`config.mk`:
```
export PLATFORM = sky130hd
export DESIGN_NAME = fetch_ctrl_r32i
export DESIGN_NICKNAME = d
export VERILOG_FILES = /design/src/rtl/fetch_ctrl_r32i.sv
export SDC_FILE = /design/constraint.sdc
export NUM_CORES = 1
export LEC_CHECK = 0
export BUFFER_PORTS_ARGS = -buffer_cell sky130_fd_sc_hd__buf_2
export CAP_MARGIN = 20
export CORE_MARGIN = 2
export CORE_UTILIZATION = 45
export DETAILED_ROUTE_END_ITERATION = 7
export GPL_ROUTABILITY_DRIVEN = 0
export GPL_TIMING_DRIVEN = 1
export PLACE_DENSITY = 0.87
export SLEW_MARGIN = 5
export SYNTH_ARGS = -nofsm -noshare
export SYNTH_HDL_FRONTEND = slang
export SYNTH_SLANG_ARGS = --single-unit
```
`constraint.sdc`:
```
create_clock -name clock -period 6.5 [get_ports clock]
set_input_delay 0.325 -clock clock [delete_from_list [all_inputs] [get_ports clock]]
set_output_delay 0.325 -clock clock [all_outputs]
set_load 0.02 [all_outputs]
```
`src/rtl/fetch_ctrl_r32i.sv`:
```
// -----------------------------------------------------------------------------
// fetch_ctrl_r32i
// Instruction-fetch and branch-redirect controller for the RV32I core.
// Owns the program counter, runs a single-outstanding request/ack handshake
// with instruction memory, presents fetched words to decode via valid/ready,
// and redirects on taken branches/jumps while killing wrong-path fetches.
//
// Configuration macro: MISALIGN_TRAP_EN
//   defined   : a taken redirect to a non word-aligned target raises trap,
//               parks the controller in HALT (left only through reset).
//   undefined : redirect targets are forced to word alignment, no trap port.
//
// Ports
//   clock, reset                  rising-edge clock, async active-low reset
//   imem_req/imem_addr            fetch request and address (= ProgAddr)
//   imem_ack/imem_data            memory response and instruction word
//   instr_valid/instr/instr_pc    instruction offered to decode
//   instr_ready                   decode accepts the offered instruction
//   BranchControl, Jump           execute holds a branch / unconditional jump
//   PCBranchType                  funct3 of the branch
//   EQ, NE, LT, LTU, GE, GEU      comparator flags from execute
//   BranchBase, BranchOffset      redirect target = base + offset
//   ProgAddr                      current program counter
//   flush                         one-cycle pulse killing younger instructions
//   trap (MISALIGN_TRAP_EN only)  sticky misaligned-redirect indication
// -----------------------------------------------------------------------------
module fetch_ctrl_r32i #(
    parameter int               dataW      = 32,
    parameter logic [dataW-1:0] RESET_ADDR = '0
) (
    input  logic             clock,
    input  logic             reset,
    output logic             imem_req,
    output logic [dataW-1:0] imem_addr,
    input  logic             imem_ack,
    input  logic [31:0]      imem_data,
    output logic             instr_valid,
    output logic [31:0]      instr,
    output logic [dataW-1:0] instr_pc,
    input  logic             instr_ready,
    input  logic             BranchControl,
    input  logic             Jump,
    input  logic [2:0]       PCBranchType,
    input  logic             EQ,
    input  logic             NE,
    input  logic             LT,
    input  logic             LTU,
    input  logic             GE,
    input  logic             GEU,
    input  logic [dataW-1:0] BranchBase,
    input  logic [dataW-1:0] BranchOffset,
    output logic [dataW-1:0] ProgAddr,
`ifdef MISALIGN_TRAP_EN
    output logic             trap,
`endif
    output logic             flush
);

    // S_HALT is only ever entered when the misalignment trap is built in.
    typedef enum logic [2:0] {
        S_IDLE,
        S_REQ,
        S_HOLD,
        S_DRAIN,
        S_HALT
    } state_t;

    state_t           r_state;
    logic             r_imem_req;
    logic             r_instr_valid;
    logic [31:0]      r_instr;
    logic [dataW-1:0] r_instr_pc;
    logic [dataW-1:0] r_prog_addr;
    logic             r_flush;

    logic             w_cond;
    logic             w_taken;
    logic             w_redirect;
    logic [dataW-1:0] w_sum;
    logic [dataW-1:0] w_target;

    // Branch condition selected by funct3; codes 010/011 never take.
    always_comb begin
        w_cond = 1'b0;
        case (PCBranchType)
            3'b000:  w_cond = EQ;
            3'b001:  w_cond = NE;
            3'b100:  w_cond = LT;
            3'b101:  w_cond = GE;
            3'b110:  w_cond = LTU;
            3'b111:  w_cond = GEU;
            default: w_cond = 1'b0;
        endcase
    end

    assign w_taken    = Jump | (BranchControl & w_cond);
    // Once halted nothing but reset may move the PC.
    assign w_redirect = w_taken && (r_state != S_HALT);
    assign w_sum      = BranchBase + BranchOffset;

`ifdef MISALIGN_TRAP_EN
    logic r_trap;
    logic w_misaligned;
    assign w_target     = w_sum;
    assign w_misaligned = |w_sum[1:0];
    assign trap         = r_trap;
`else
    assign w_target = w_sum & ~{{(dataW-2){1'b0}}, 2'b11};
`endif

    always_ff @(posedge clock or negedge reset) begin
        if (!reset) begin
            r_state       <= S_IDLE;
            r_imem_req    <= 1'b0;
            r_instr_valid <= 1'b0;
            r_instr       <= '0;
            r_instr_pc    <= '0;
            r_prog_addr   <= RESET_ADDR;
            r_flush       <= 1'b0;
`ifdef MISALIGN_TRAP_EN
            r_trap        <= 1'b0;
`endif
        end else begin
            r_flush <= 1'b0;
            if (w_redirect) begin
                r_prog_addr   <= w_target;
                r_instr_valid <= 1'b0;
                r_flush       <= 1'b1;
`ifdef MISALIGN_TRAP_EN
                if (w_misaligned) begin
                    r_trap     <= 1'b1;
                    r_imem_req <= 1'b0;
                    r_state    <= S_HALT;
                end else
`endif
                // A request still in flight must be drained before the
                // target may be fetched. An ack arriving on this very edge
                // completes that request, so the target is fetched directly
                // (this also keeps DRAIN from waiting on an ack that was
                // already consumed).
                if ((r_state == S_REQ || r_state == S_DRAIN) && !imem_ack) begin
                    r_state    <= S_DRAIN;
                    r_imem_req <= 1'b0;
                end else begin
                    r_state    <= S_REQ;
                    r_imem_req <= 1'b1;
                end
            end else begin
                case (r_state)
                    S_IDLE: begin
                        r_state    <= S_REQ;
                        r_imem_req <= 1'b1;
                    end
                    S_REQ: begin
                        if (imem_ack) begin
                            r_instr       <= imem_data;
                            r_instr_pc    <= r_prog_addr;
                            r_instr_valid <= 1'b1;
                            r_imem_req    <= 1'b0;
                            r_state       <= S_HOLD;
                        end
                    end
                    S_HOLD: begin
                        if (instr_ready) begin
                            r_instr_valid <= 1'b0;
                            r_prog_addr   <= r_prog_addr + dataW'(4);
                            r_imem_req    <= 1'b1;
                            r_state       <= S_REQ;
                        end
                    end
                    S_DRAIN: begin
                        // The response to the abandoned request is dropped.
                        if (imem_ack) begin
                            r_imem_req <= 1'b1;
                            r_state    <= S_REQ;
                        end
                    end
                    default: ;
                endcase
            end
        end
    end

    assign imem_req    = r_imem_req;
    assign imem_addr   = r_prog_addr;
    assign instr_valid = r_instr_valid;
    assign instr       = r_instr;
    assign instr_pc    = r_instr_pc;
    assign ProgAddr    = r_prog_addr;
    assign flush       = r_flush;

endmodule

```
==> run summary <==
Vias = 5146
setup TNS = 0 ps
Post-DRT Antenna Nets = 0
Peak Freq = 333.3 MHz
wire length after detailed routing = 14840 microns
unrepaired setup endpoints after global routing = no
WL/cell = 15.13 microns
WP data required = 6710 ps
share of layout cells above drive strength 1 = 0.3366
Cell Area, Placed = 7216 sq um
violated checks = negative hold slack
DR DRC count = 0
Mapped Area = 6146 sq um
buffer depth of the longest clock path = 2
register bit total from synthesis = 97
DR pass1 iterations = 5
Leakage = 3.703 nW
Worst VDD drop = 181.6 uV
Worst Setup End Kind = register
Worst Path Arrival = 3210 ps
Reg area = 2427 sq um
Remaining Overflow, GRT = 0
Final setup viols = 0
vias in the first global route = 4842
WS Path Type = input pin to register
Rel. slew slack = 0.5113
input/output buffers = 235
die width = 120.9 microns
Final min period = 3000 ps
hold-fix buffers at CTS = 0
# IOs = 242
post-cts gate resize count = 0
Skew-Pair Late Insertion Delay = 340 ps
most frequent cells in the layout = 234 x buf_2, 97 x dfrtp_1, 62 x mux2_1
Starting Density = 0.4623
layout filler cell count = 1137
Clock transition at path regs = 70 ps
Post-synth EDFFs = 0
core area = 13300 sq um
Post-CTS Setup Bufs = 0
Final nets = 945
outcome = complete, but fails checks
Ys Warns = 0
final hold vios = 11
pwr dens = 377.4 nW/um^2
die area = 14610 sq um
clk root buf = clkbuf_16
Critical Path Start Type = input pin
worst hold slack = -17.31 ps
most common cell after layout, fill and taps aside = buf_2
Post-Layout Inst Area = 7556 sq um
chip height = 120.9 microns
Slew @ Worst Pin = 733.1 ps
largest net degree at the start of global routing = 62
Clock Skew = 8.008 ps
antenna violations before repair = 0
HPWL Detailed = 11700 microns
ANT cells = 0
CTS H-tree lvls = 3
starting DRC count in detailed routing = 277
total track usage = 0.2003
Final Max Tran Viols = 0
crit share post-route = 0.4615
CTS tree = yes
Num CTS Buffers = 9
area of the multi-input gates = 3311 sq um
synth unique cells = 60
Top FF cell, synth = dfrtp_1
Vias/cell = 5.246
Synth Area per Inst = 10.18 sq um
CTS Sinks = 97
HP Class = input pin to async pin
Seq/Total Area, Yosys = 0.3950
CP Max Fanout = 61
cell count after synthesis = 604
layout overhead on the synthesized area = 22.94%
max-cap viol count = 0
Async SR Flop Fraction = 1.000
Pwr Total = 2.851 mW
Rows = 42
first-pass GRT wire length = 23580 microns
-- per-layer routing --
metal,GRT usage,vias to the layer above,part of all wire
met4,0.06468,0,0.016
met2,0.3294,194,0.48
met5,0,-,0
met3,0.03055,20,0.056
met1,0.2712,2424,0.44
li1,-,2508,-
-- power by group --
group          leakage (nW)  internal (mW)  total (mW)  switching, mW
clock network         0.169          0.369       0.583          0.214
registers              1.14          0.850        1.04          0.189
logic                  2.39          0.476        1.23          0.754
total                  3.70           1.69        2.85           1.16
-- stage by stage --
step	utilization	worst slack [ps]	hold slack [ps]	cells
5_1_grt	0.5683	3359	33.16	981
3_5_place_dp	0.5427	3187	362.7	965
4_1_cts	0.5683	3542	4.295	981
2_1_floorplan	-	4060	29.41	609
3_3_place_gp	0.5427	3238	364.5	965
6_report	0.5683	3500	-17.31	981
-- flip-flops by register name (all words and copies together), names as in the netlist --
signal	count
flush	1
r_state	2
instr_valid	1
instr	32
imem_req	1
ProgAddr	30
instr_pc	30
-- worst paths after layout --
path / slack [ps] / cells after the start / end / start
worst max-delay path: 3500 / 9 / instr[31]$_DFFE_PN0P_ / PCBranchType[0]
worst min-delay path: -20 / 1 / ProgAddr[3]$_DFFE_PN0P_ / reset
worst max register to register: 3900 / 10 / ProgAddr[25]$_DFFE_PN0P_ / r_state[0]$_DFFE_PN0P_
worst min register to register: 480 / 1 / instr[7]$_DFFE_PN0P_ / instr[7]$_DFFE_PN0P_
max in group asynchronous: 5490 / 2 / instr[5]$_DFFE_PN0P_ / reset
min in group clock: 200 / 2 / instr[9]$_DFFE_PN0P_ / imem_data[9]
-- synth_stat cells, types with 2 or more instances --
library cell | number | area share
nand2_1 | 47 | 0.029
xnor2_1 | 28 | 0.040
xor2_1 | 21 | 0.030
and2_1 | 3 | 0.0031
a211oi_1 | 6 | 0.0073
clkbuf_1 | 12 | 0.0073
nor3_1 | 5 | 0.0041
o21ai_1 | 10 | 0.0081
o211ai_1 | 2 | 0.0024
and3_1 | 12 | 0.012
inv_1 | 14 | 0.0086
nand3_1 | 14 | 0.011
mux2i_1 | 5 | 0.0081
and4_1 | 7 | 0.010
a31oi_1 | 4 | 0.0041
o21a_1 | 4 | 0.0049
dfrtp_1 | 97 | 0.39
a22oi_1 | 2 | 0.0024
or2_2 | 2 | 0.0020
nor2b_1 | 5 | 0.0051
buf_4 | 42 | 0.051
nor3b_1 | 2 | 0.0024
a21oi_2 | 2 | 0.0029
o31ai_1 | 3 | 0.0037
nand4_1 | 5 | 0.0051
or3_1 | 3 | 0.0031
nand2b_1 | 3 | 0.0031
mux2_1 | 62 | 0.11
a211o_1 | 4 | 0.0057
a2111oi_2 | 2 | 0.0049
buf_2 | 3 | 0.0024
a21oi_1 | 40 | 0.033
ha_1 | 34 | 0.069
a21o_1 | 18 | 0.022
o2111ai_1 | 2 | 0.0029
nor2_1 | 34 | 0.021
o21ai_0 | 22 | 0.018
-- worst max-delay path, cell delays in order --
cell and delay (ps):
buf_2 110, mux4_2 490, nand2_1 80, o31ai_1 100
a21oi_4 160, buf_4 510, and3_2 370, buf_4 590
mux2_1 400
-- layout make-up --
cell class | count | share of cell area
clock inverters | 4 | 0.009770
well taps | 176 | 0.02914
inverters | 15 | 0.007452
flip-flops and latches | 97 | 0.3212
repair buffers | 238 | 0.1590
clock buffers | 12 | 0.03527
multi-input cells | 439 | 0.4382
-- kinds of logic (layout without fill, tap and decap cells) --
group | count (synthesis) | after routing | share of synthesized area
AO/OA/AOI/OAI | 136 | 136 | 0.1515
XOR/XNOR | 49 | 49 | 0.06983
adder cells (fa/ha/maj) | 34 | 34 | 0.06922
buffers and inverters | 73 | 269 | 0.07084
flip-flops | 97 | 97 | 0.3950
multiplexers | 68 | 68 | 0.1254
other | 1 | 6 | 0.0006102
AND/OR/NAND/NOR | 146 | 146 | 0.1177
No activity file was read; power rests on OpenSTA's default activity.
